## src/rtl/mem_access_seq_pkg.sv

```systemverilog
// Shared definitions for the memory access sequencer: instruction field positions,
// opcode constants and the sequencer state encoding.
package mem_access_seq_pkg;

  localparam int OPC_HI   = 31;
  localparam int OPC_LO   = 26;
  localparam int RS_HI    = 25;
  localparam int RS_LO    = 21;
  localparam int RT_HI    = 20;
  localparam int RT_LO    = 16;
  localparam int RD_HI    = 15;
  localparam int RD_LO    = 11;
  localparam int FUNCT_HI = 5;
  localparam int FUNCT_LO = 0;
  localparam int IMM_HI   = 15;
  localparam int IMM_LO   = 0;

  localparam logic [5:0] OP_RTYPE = 6'h00;
  localparam logic [5:0] OP_ADDI  = 6'h08;

  typedef enum logic [0:0] {
    ST_IDLE   = 1'b0,
    ST_ACCESS = 1'b1
  } seq_state_t;

endpackage

```

## src/rtl/mem_access_seq_if.sv

```systemverilog
// Request/completion bus between the control FSM and the sequencer, plus the memory port.
interface mem_access_seq_if #(
  parameter int ADDR_W = 32,
  parameter int DATA_W = 32
);
  // req is sampled only while the sequencer is idle (busy=0); a request completes with a
  // one-cycle done pulse, or is refused with a one-cycle err pulse when addr is not word-aligned.
  logic              req;
  logic              we;
  logic              is_fetch;
  logic [ADDR_W-1:0] addr;
  logic [DATA_W-1:0] wdata;
  logic              busy;
  logic              done;
  logic              err;
  logic [DATA_W-1:0] rdata;
  logic [ADDR_W-1:0] mem_addr;
  logic [DATA_W-1:0] mem_wdata;
  logic              mem_wr;
  logic [DATA_W-1:0] mem_rdata;

  modport master (
    output req, we, is_fetch, addr, wdata, mem_rdata,
    input  busy, done, err, rdata, mem_addr, mem_wdata, mem_wr
  );

  modport slave (
    input  req, we, is_fetch, addr, wdata, mem_rdata,
    output busy, done, err, rdata, mem_addr, mem_wdata, mem_wr
  );

endinterface

```

## src/rtl/mem_access_seq_ir_fields.sv

```systemverilog
// Combinational split of a 32-bit instruction word into its fields; also used by the decoder.
module mem_access_seq_ir_fields
  import mem_access_seq_pkg::*;
(
  input  logic [31:0] ir,
  output logic [5:0]  opcode,
  output logic [4:0]  rs,
  output logic [4:0]  rt,
  output logic [4:0]  rd,
  output logic [5:0]  funct,
  output logic [15:0] imm
);

  assign opcode = ir[OPC_HI:OPC_LO];
  assign rs     = ir[RS_HI:RS_LO];
  assign rt     = ir[RT_HI:RT_LO];
  assign rd     = ir[RD_HI:RD_LO];
  assign funct  = ir[FUNCT_HI:FUNCT_LO];
  assign imm    = ir[IMM_HI:IMM_LO];

endmodule

```

## src/rtl/mem_access_seq.sv

```systemverilog
// Memory sequencer and instruction register: one access per request, counts memory wait
// states, returns a done pulse with registered read data and latches fetched instructions.
module mem_access_seq
  import mem_access_seq_pkg::*;
#(
  parameter int ADDR_W     = 32,
  parameter int DATA_W     = 32,
  parameter int RD_LATENCY = 3,
  parameter int WR_LATENCY = 1
) (
  input  logic        clk,
  input  logic        rst,
  mem_access_seq_if.slave bus,
  output logic [5:0]  opcode,
  output logic [4:0]  rs,
  output logic [4:0]  rt,
  output logic [4:0]  rd,
  output logic [5:0]  funct,
  output logic [15:0] imm,
  output seq_state_t  state
);

  localparam int MAX_LAT = (RD_LATENCY > WR_LATENCY) ? RD_LATENCY : WR_LATENCY;
  localparam int CNT_W   = $clog2(MAX_LAT) + 1;
  localparam logic [CNT_W-1:0] RD_CNT = CNT_W'(RD_LATENCY - 1);
  localparam logic [CNT_W-1:0] WR_CNT = CNT_W'(WR_LATENCY - 1);

  if (RD_LATENCY < 1 || WR_LATENCY < 1 || DATA_W != 32) begin : g_param_err
    $error("mem_access_seq: latencies must be >= 1 and DATA_W must be 32");
  end

  seq_state_t        state_q;
  logic [CNT_W-1:0]  cnt_q;
  logic              busy_q;
  logic              done_q;
  logic              err_q;
  logic [DATA_W-1:0] rdata_q;
  logic [31:0]       ir_q;
  logic [ADDR_W-1:0] maddr_q;
  logic [DATA_W-1:0] mwdata_q;
  logic              mwr_q;
  logic              we_q;
  logic              fetch_q;

  always_ff @(posedge clk) begin
    if (rst) begin
      state_q  <= ST_IDLE;
      cnt_q    <= '0;
      busy_q   <= 1'b0;
      done_q   <= 1'b0;
      err_q    <= 1'b0;
      rdata_q  <= '0;
      ir_q     <= '0;
      maddr_q  <= '0;
      mwdata_q <= '0;
      mwr_q    <= 1'b0;
      we_q     <= 1'b0;
      fetch_q  <= 1'b0;
    end else begin
      done_q <= 1'b0;
      err_q  <= 1'b0;
      case (state_q)
        ST_IDLE: begin
          if (bus.req) begin
            if (bus.addr[1:0] != 2'b00) begin
              err_q <= 1'b1;
            end else begin
              maddr_q  <= bus.addr;
              mwdata_q <= bus.wdata;
              mwr_q    <= bus.we;
              we_q     <= bus.we;
              fetch_q  <= bus.is_fetch & ~bus.we;
              cnt_q    <= bus.we ? WR_CNT : RD_CNT;
              busy_q   <= 1'b1;
              state_q  <= ST_ACCESS;
            end
          end
        end
        ST_ACCESS: begin
          // Requests arriving here are deliberately dropped; memory bus stays stable.
          if (cnt_q != '0) begin
            cnt_q <= cnt_q - CNT_W'(1);
          end else begin
            if (!we_q) begin
              rdata_q <= bus.mem_rdata;
              if (fetch_q) ir_q <= bus.mem_rdata;
            end
            mwr_q   <= 1'b0;
            busy_q  <= 1'b0;
            done_q  <= 1'b1;
            state_q <= ST_IDLE;
          end
        end
        default: state_q <= ST_IDLE;
      endcase
    end
  end

  assign bus.busy      = busy_q;
  assign bus.done      = done_q;
  assign bus.err       = err_q;
  assign bus.rdata     = rdata_q;
  assign bus.mem_addr  = maddr_q;
  assign bus.mem_wdata = mwdata_q;
  assign bus.mem_wr    = mwr_q;
  assign state         = state_q;

  mem_access_seq_ir_fields u_fields (
    .ir     (ir_q),
    .opcode (opcode),
    .rs     (rs),
    .rt     (rt),
    .rd     (rd),
    .funct  (funct),
    .imm    (imm)
  );

endmodule

```

## src/flat_wrapper.sv

```systemverilog
// flat-port wrapper written by rule: the top's interface ports become plain ports
module mem_access_seq_flat import mem_access_seq_pkg::*;
#(
  parameter int ADDR_W     = 32,
  parameter int DATA_W     = 32,
  parameter int RD_LATENCY = 3,
  parameter int WR_LATENCY = 1
)
  (clk, rst, opcode, rs, rt, rd, funct, imm, state, bus_req, bus_we, bus_is_fetch, bus_addr, bus_wdata, bus_mem_rdata, bus_busy, bus_done, bus_err, bus_rdata, bus_mem_addr, bus_mem_wdata, bus_mem_wr);
  mem_access_seq_if #(.ADDR_W(ADDR_W), .DATA_W(DATA_W)) bus_i ();
  input  logic clk;
  input  logic rst;
  output logic [5:0] opcode;
  output logic [4:0] rs;
  output logic [4:0] rt;
  output logic [4:0] rd;
  output logic [5:0] funct;
  output logic [15:0] imm;
  output seq_state_t state;
  input wire logic [$bits(bus_i.req)-1:0] bus_req;
  input wire logic [$bits(bus_i.we)-1:0] bus_we;
  input wire logic [$bits(bus_i.is_fetch)-1:0] bus_is_fetch;
  input wire logic [$bits(bus_i.addr)-1:0] bus_addr;
  input wire logic [$bits(bus_i.wdata)-1:0] bus_wdata;
  input wire logic [$bits(bus_i.mem_rdata)-1:0] bus_mem_rdata;
  output wire logic [$bits(bus_i.busy)-1:0] bus_busy;
  output wire logic [$bits(bus_i.done)-1:0] bus_done;
  output wire logic [$bits(bus_i.err)-1:0] bus_err;
  output wire logic [$bits(bus_i.rdata)-1:0] bus_rdata;
  output wire logic [$bits(bus_i.mem_addr)-1:0] bus_mem_addr;
  output wire logic [$bits(bus_i.mem_wdata)-1:0] bus_mem_wdata;
  output wire logic [$bits(bus_i.mem_wr)-1:0] bus_mem_wr;
  assign bus_i.req = bus_req;
  assign bus_i.we = bus_we;
  assign bus_i.is_fetch = bus_is_fetch;
  assign bus_i.addr = bus_addr;
  assign bus_i.wdata = bus_wdata;
  assign bus_i.mem_rdata = bus_mem_rdata;
  assign bus_busy = bus_i.busy;
  assign bus_done = bus_i.done;
  assign bus_err = bus_i.err;
  assign bus_rdata = bus_i.rdata;
  assign bus_mem_addr = bus_i.mem_addr;
  assign bus_mem_wdata = bus_i.mem_wdata;
  assign bus_mem_wr = bus_i.mem_wr;
  mem_access_seq #(.ADDR_W(ADDR_W), .DATA_W(DATA_W), .RD_LATENCY(RD_LATENCY), .WR_LATENCY(WR_LATENCY)) u_core (.clk(clk), .rst(rst), .bus(bus_i), .opcode(opcode), .rs(rs), .rt(rt), .rd(rd), .funct(funct), .imm(imm), .state(state));
endmodule
```

## config.mk

```make
export PLATFORM = sky130hd
export DESIGN_NAME = mem_access_seq_flat
export DESIGN_NICKNAME = d
export VERILOG_FILES = /design/src/rtl/mem_access_seq_pkg.sv /design/src/rtl/mem_access_seq_if.sv /design/src/rtl/mem_access_seq_ir_fields.sv /design/src/rtl/mem_access_seq.sv /design/src/flat_wrapper.sv
export SDC_FILE = /design/constraint.sdc
export NUM_CORES = 1
export LEC_CHECK = 0
export BUFFER_PORTS_ARGS = -buffer_cell sky130_fd_sc_hd__clkbuf_2
export CAP_MARGIN = 10
export CORE_ASPECT_RATIO = 0.7
export CORE_MARGIN = 2
export CORE_UTILIZATION = 50
export CTS_BUF_LIST = sky130_fd_sc_hd__clkbuf_8
export CTS_CLUSTER_SIZE = 25
export DETAILED_ROUTE_END_ITERATION = 8
export HOLD_SLACK_MARGIN = 0.06
export PLACE_DENSITY = 0.86
export SKIP_LAST_GASP = 1
export SYNTH_ARGS = -nofsm -noshare
export SYNTH_HDL_FRONTEND = slang
export SYNTH_SLANG_ARGS = --single-unit
export TNS_END_PERCENT = 10
```

## constraint.sdc

```tcl
create_clock -name clk -period 3 [get_ports clk]
set_input_delay 0.9 -clock clk [delete_from_list [all_inputs] [get_ports clk]]
set_output_delay 0.9 -clock clk [all_outputs]
set_load 0.05 [all_outputs]
```

==> impl_results.html <==
<table>
<tr><th>Metric</th><th>Value</th></tr>
<tr><th colspan="2">Run status</th></tr>
<tr><td>Run status</td><td>completed</td></tr>
<tr><th colspan="2">Yosys</th></tr>
<tr><td>Average cell area after synthesis</td><td>8.17 sq um</td></tr>
<tr><td>Netlist Area Pre-Place</td><td>slightly above 0.005 sq mm</td></tr>
<tr><td>Number of synthesized register bits</td><td>138</td></tr>
<tr><td>Library cells used by synthesis</td><td>25</td></tr>
<tr><td>Nets in the synthesized netlist</td><td>roughly 700</td></tr>
<tr><td>Sequential-to-total area share from yosys stat</td><td>54.8%</td></tr>
<tr><td>Cell count after synthesis</td><td>just over 600</td></tr>
<tr><td>Yosys Warn Count</td><td>0</td></tr>
<tr><th colspan="2">Floorplan</th></tr>
<tr><td>Number of standard-cell rows in the floorplan</td><td>30</td></tr>
<tr><td>Area of the die</td><td>0.0109 sq mm</td></tr>
<tr><td>Core box area</td><td>0.00976 sq mm</td></tr>
<tr><td>Initial standard-cell utilization of the core</td><td>roughly half</td></tr>
<tr><td>Floorplan die height</td><td>88.0 um</td></tr>
<tr><td>IO Pins</td><td>245</td></tr>
<tr><td>Die W</td><td>124 um</td></tr>
<tr><th colspan="2">STA</th></tr>
<tr><td>Clock period minus final worst setup slack</td><td>2.33 ns</td></tr>
<tr><td>Measured slew at the worst slew-check pin</td><td>0.839 ns</td></tr>
<tr><td>Total Neg Setup Slack</td><td>0 ns</td></tr>
<tr><td>Hold Vio Cnt, Final</td><td>0</td></tr>
<tr><td>Final number of setup-violating endpoints</td><td>0</td></tr>
<tr><td>RSZ-0062 raised after global routing</td><td>false</td></tr>
<tr><td>Maximum frequency from static timing analysis</td><td>429 MHz</td></tr>
<tr><td>Post-route fraction of the period consumed by the critical path</td><td>77.7%</td></tr>
<tr><td>Max-slew headroom at the worst pin</td><td>44.0%</td></tr>
<tr><td>Worst clock skew</td><td>0.0137 ns</td></tr>
<tr><td>Number of slew-limit violations in the final report</td><td>0</td></tr>
<tr><th colspan="2">GRT</th></tr>
<tr><td>Via count of the first global-routing pass</td><td>4283</td></tr>
<tr><td>Total congestion overflow</td><td>0</td></tr>
<tr><td>Wire length of the first global-routing pass</td><td>20100 um</td></tr>
<tr><td>All-Layer GR Usage</td><td>between 20% and 30%</td></tr>
<tr><td>Maximum number of pins on one net before global-route repair</td><td>76</td></tr>
<tr><td>Initial antenna violation count</td><td>0</td></tr>
<tr><th colspan="2">Critical path</th></tr>
<tr><td>Flop-to-flop setup slack</td><td>0.97 ns</td></tr>
<tr><td>Startpoint-to-endpoint class of the critical path</td><td>reg2out</td></tr>
<tr><td>CP endpoint kind</td><td>primary output</td></tr>
<tr><td>Stage delay of the slowest cell on the critical path</td><td>~0.65 ns</td></tr>
<tr><td>Largest driver fanout on the critical path</td><td>12</td></tr>
<tr><td>Arrival time worst endpoint</td><td>1.43 ns</td></tr>
<tr><td>Setup crit start kind</td><td>register</td></tr>
<tr><td>R2r endpoint</td><td>u_core.ir_q[20]$_SDFFE_PP0P_</td></tr>
<tr><td>Number of cells on the worst reg-to-reg path</td><td>4</td></tr>
<tr><td>Crit path capture</td><td>state</td></tr>
<tr><td>Startpoint of the worst setup timing path</td><td>u_core.state$_SDFF_PP0_</td></tr>
<tr><td>Required arrival time at the worst endpoint</td><td>2.10 ns</td></tr>
<tr><td>Gate family responsible for the most delay along the worst path</td><td>flip-flops</td></tr>
<tr><td>Launch instance of the worst register-to-register path</td><td>u_core.state$_SDFF_PP0_</td></tr>
<tr><td>Cell-by-cell listing of the critical path</td><td>clkbuf_2</td></tr>
<tr><td>Logic depth of the worst path, buffers included</td><td>1</td></tr>
<tr><td>Master of the slowest instance on the critical path</td><td>sky130_fd_sc_hd__dfxtp_1</td></tr>
<tr><td>Buffers and inverters on the worst path</td><td>1</td></tr>
<tr><th colspan="2">Clock network</th></tr>
<tr><td>Clock latency on the worst-skew pair</td><td>0.41 ns</td></tr>
<tr><td>Total clock buffers created by CTS</td><td>17</td></tr>
<tr><td>Clock transition at path regs</td><td>0.07 ns</td></tr>
<tr><td>TritonCTS clock tree</td><td>built</td></tr>
<tr><td># Post-CTS Setup Buffers</td><td>0</td></tr>
<tr><td>Number of clock sinks</td><td>138</td></tr>
<tr><td>Post-cts repair resize count</td><td>0</td></tr>
<tr><td>Bufs on Longest Clock Path</td><td>2</td></tr>
<tr><td>Clk root buf</td><td>sky130_fd_sc_hd__clkbuf_8</td></tr>
<tr><td>Number of hold buffers added after CTS</td><td>0</td></tr>
<tr><td>H-tree Lvls</td><td>4</td></tr>
<tr><th colspan="2">Layout</th></tr>
<tr><td>Footprint of the flip-flops and latches</td><td>0.00276 sq mm</td></tr>
<tr><td>Antenna diode count</td><td>0</td></tr>
<tr><td>Relative area change from synthesis to final layout</td><td>30.1%</td></tr>
<tr><td>Commonest non-fill, non-tap cell in the layout</td><td>sky130_fd_sc_hd__clkbuf_2</td></tr>
<tr><td>Number of fill cells</td><td>844</td></tr>
<tr><td>Layout Nets</td><td>928</td></tr>
<tr><td>Share of cells above drive strength 1</td><td>34.1%</td></tr>
<tr><td>Area used by multi-input combinational logic</td><td>0.00192 sq mm</td></tr>
<tr><td>Finished Core Util</td><td>67.2%</td></tr>
<tr><td>Most frequent cells in the layout</td><td>243 x sky130_fd_sc_hd__clkbuf_2, 192 x sky130_fd_sc_hd__nand2_1, 138 x sky130_fd_sc_hd__dfxtp_1, 131 x sky130_fd_sc_hd__a21oi_1, 33 x sky130_fd_sc_hd__nand3_1</td></tr>
<tr><th colspan="2">Detailed routing</th></tr>
<tr><td>Initial DRC count</td><td>347</td></tr>
<tr><td>Per-cell routed wire length</td><td>13.5 um</td></tr>
<tr><td>DR WL met2</td><td>6380 um</td></tr>
<tr><td>Routed wire length on met3</td><td>812 um</td></tr>
<tr><td>Topmost layer with routed signal wires</td><td>met4</td></tr>
<tr><td>Routed wire length</td><td>13000 um</td></tr>
<tr><td>Vias per cell</td><td>4.97</td></tr>
<tr><td>Final routed DRC violation total</td><td>0</td></tr>
<tr><td>WL met1</td><td>between 5000 and 6000 um</td></tr>
<tr><td>DR vias</td><td>4799</td></tr>
<tr><td>Number of iterations in the first detailed-routing pass</td><td>4</td></tr>
<tr><td>ANT nets after route</td><td>0</td></tr>
<tr><th colspan="2">Worst hold path</th></tr>
<tr><td>Hold crit path type</td><td>reg2reg</td></tr>
<tr><td>Number of instances on the worst hold path</td><td>2</td></tr>
<tr><th colspan="2">Flow run</th></tr>
<tr><td>Max_cap viols</td><td>0</td></tr>
<tr><th colspan="2">Pwr</th></tr>
<tr><td>Worst supply voltage drop on vdd</td><td>0.000482 V</td></tr>
<tr><td>Power density over cell area</td><td>574 mW/mm^2</td></tr>
<tr><td>Leak Pwr</td><td>approximately 2.8 nW</td></tr>
<tr><th colspan="2">Place</th></tr>
<tr><td>DP Wirelength</td><td>9110 um</td></tr>
<tr><td>Total of buffers placed on input and output ports</td><td>244</td></tr>
<tr><td>Final weighted congestion in routability-driven placement</td><td>roughly 0.77</td></tr>
</table>
[synth_stat cells]
library cell	count	area [sq um]
sky130_fd_sc_hd__buf_6	7	78.8
sky130_fd_sc_hd__nor3_1	1	5.00
sky130_fd_sc_hd__nor2b_1	1	6.26
sky130_fd_sc_hd__a32o_1	1	10.0
sky130_fd_sc_hd__buf_4	14	105
sky130_fd_sc_hd__buf_2	12	60.1
sky130_fd_sc_hd__clkbuf_1	29	109
sky130_fd_sc_hd__nand4bb_1	1	11.3
sky130_fd_sc_hd__inv_1	3	11.3
sky130_fd_sc_hd__nor3b_1	2	15.0
sky130_fd_sc_hd__nand2b_1	2	12.5
sky130_fd_sc_hd__and4bb_2	1	12.5
sky130_fd_sc_hd__a21oi_1	131	656
sky130_fd_sc_hd__nand2_1	192	721
sky130_fd_sc_hd__ha_1	2	25.0
sky130_fd_sc_hd__nand3_1	33	165
sky130_fd_sc_hd__dfxtp_1	138	2760
sky130_fd_sc_hd__nor4b_1	1	8.76
sky130_fd_sc_hd__nand3b_1	2	15.0
sky130_fd_sc_hd__nor4b_4	1	23.8
sky130_fd_sc_hd__o21ai_0	32	160
sky130_fd_sc_hd__mux2i_1	2	20.0
sky130_fd_sc_hd__a211o_1	1	8.76
sky130_fd_sc_hd__nor2_1	7	26.3
sky130_fd_sc_hd__or4b_4	1	13.8
[layout make-up]
cell class                 count  area share (%)
clock buffer                  18            3.78
clock inverter                14            2.23
inverter                       3           0.172
multi-input combinational    414            29.3
sequential                   138            42.1
tap                          128            2.44
timing repair buffer         251            20.0
[report_power, final]
| part | internal [mW] | switching (mW) | leakage, nW |
|---|---|---|---|
| Clock | 0.764 | 0.716 | 0.189 |
| Sequential | 1.87 | 0.0217 | 1.12 |
| Combinational | 0.113 | 0.281 | 1.53 |
[cell families after synthesis]
| group | share of synthesized area (%) |
|---|---|
| simple gates | 20.5 |
| mux | 0.397 |
| buf+inv | 7.22 |
| compound gates | 16.6 |
| flops | 54.8 |
| fa+ha+maj | 0.496 |
[worst min path at each step]
stage                                                startpoint                               endpoint
final                      u_core.bus.mem_wdata[5]$_SDFFE_PP0P_   u_core.bus.mem_wdata[5]$_SDFFE_PP0P_
after global routing          u_core.bus.rdata[10]$_SDFFE_PP0P_      u_core.bus.rdata[10]$_SDFFE_PP0P_
after CTS                  u_core.bus.mem_wdata[5]$_SDFFE_PP0P_   u_core.bus.mem_wdata[5]$_SDFFE_PP0P_
after detailed placement  u_core.bus.mem_wdata[24]$_SDFFE_PP0P_  u_core.bus.mem_wdata[24]$_SDFFE_PP0P_
after global placement    u_core.bus.mem_wdata[25]$_SDFFE_PP0P_  u_core.bus.mem_wdata[25]$_SDFFE_PP0P_
after floorplan                        u_core.we_q$_SDFFE_PP0P_               u_core.we_q$_SDFFE_PP0P_
[sequential cells by signal, summed over array words and instances, names as in the netlist]
name and cells:
u_core.bus.rdata 32, u_core.bus.busy 1, u_core.bus.mem_wr 1, u_core.bus.err 1
u_core.fetch_q 1, u_core.we_q 1, u_core.state 1, u_core.bus.done 1
u_core.bus.mem_wdata 32, u_core.ir_q 32, u_core.bus.mem_addr 32, u_core.cnt_q 3
[stage by stage]
stage	total power [mW]	instance area, sq um	hold WS [ns]	instances	setup WS [ns]
floorplan	2.20	5040	0.440	617	1.05
finish	3.77	6560	0.454	966	0.670
global placement	2.33	6170	0.442	934	0.724
CTS	3.80	6560	0.457	966	0.648
detailed placement	2.33	6170	0.445	934	0.705
global route	3.92	6560	0.474	966	0.590
[routing by layer]
metal  global-route usage, %  up-vias
met4                    7.15        0
li1                        -     2447
met2                    38.1      155
met1                    30.0     2185
met5                       0        -
met3                    6.32       12
[worst register-to-register path, stage by stage, from the launching register on]
cell	delay, ns
sky130_fd_sc_hd__dfxtp_1	0.65
sky130_fd_sc_hd__and4bb_2	0.75
sky130_fd_sc_hd__buf_12	0.27
sky130_fd_sc_hd__nand3_1	0.11
sky130_fd_sc_hd__a21oi_1	0.17
Power figures use the tool's default switching activity.
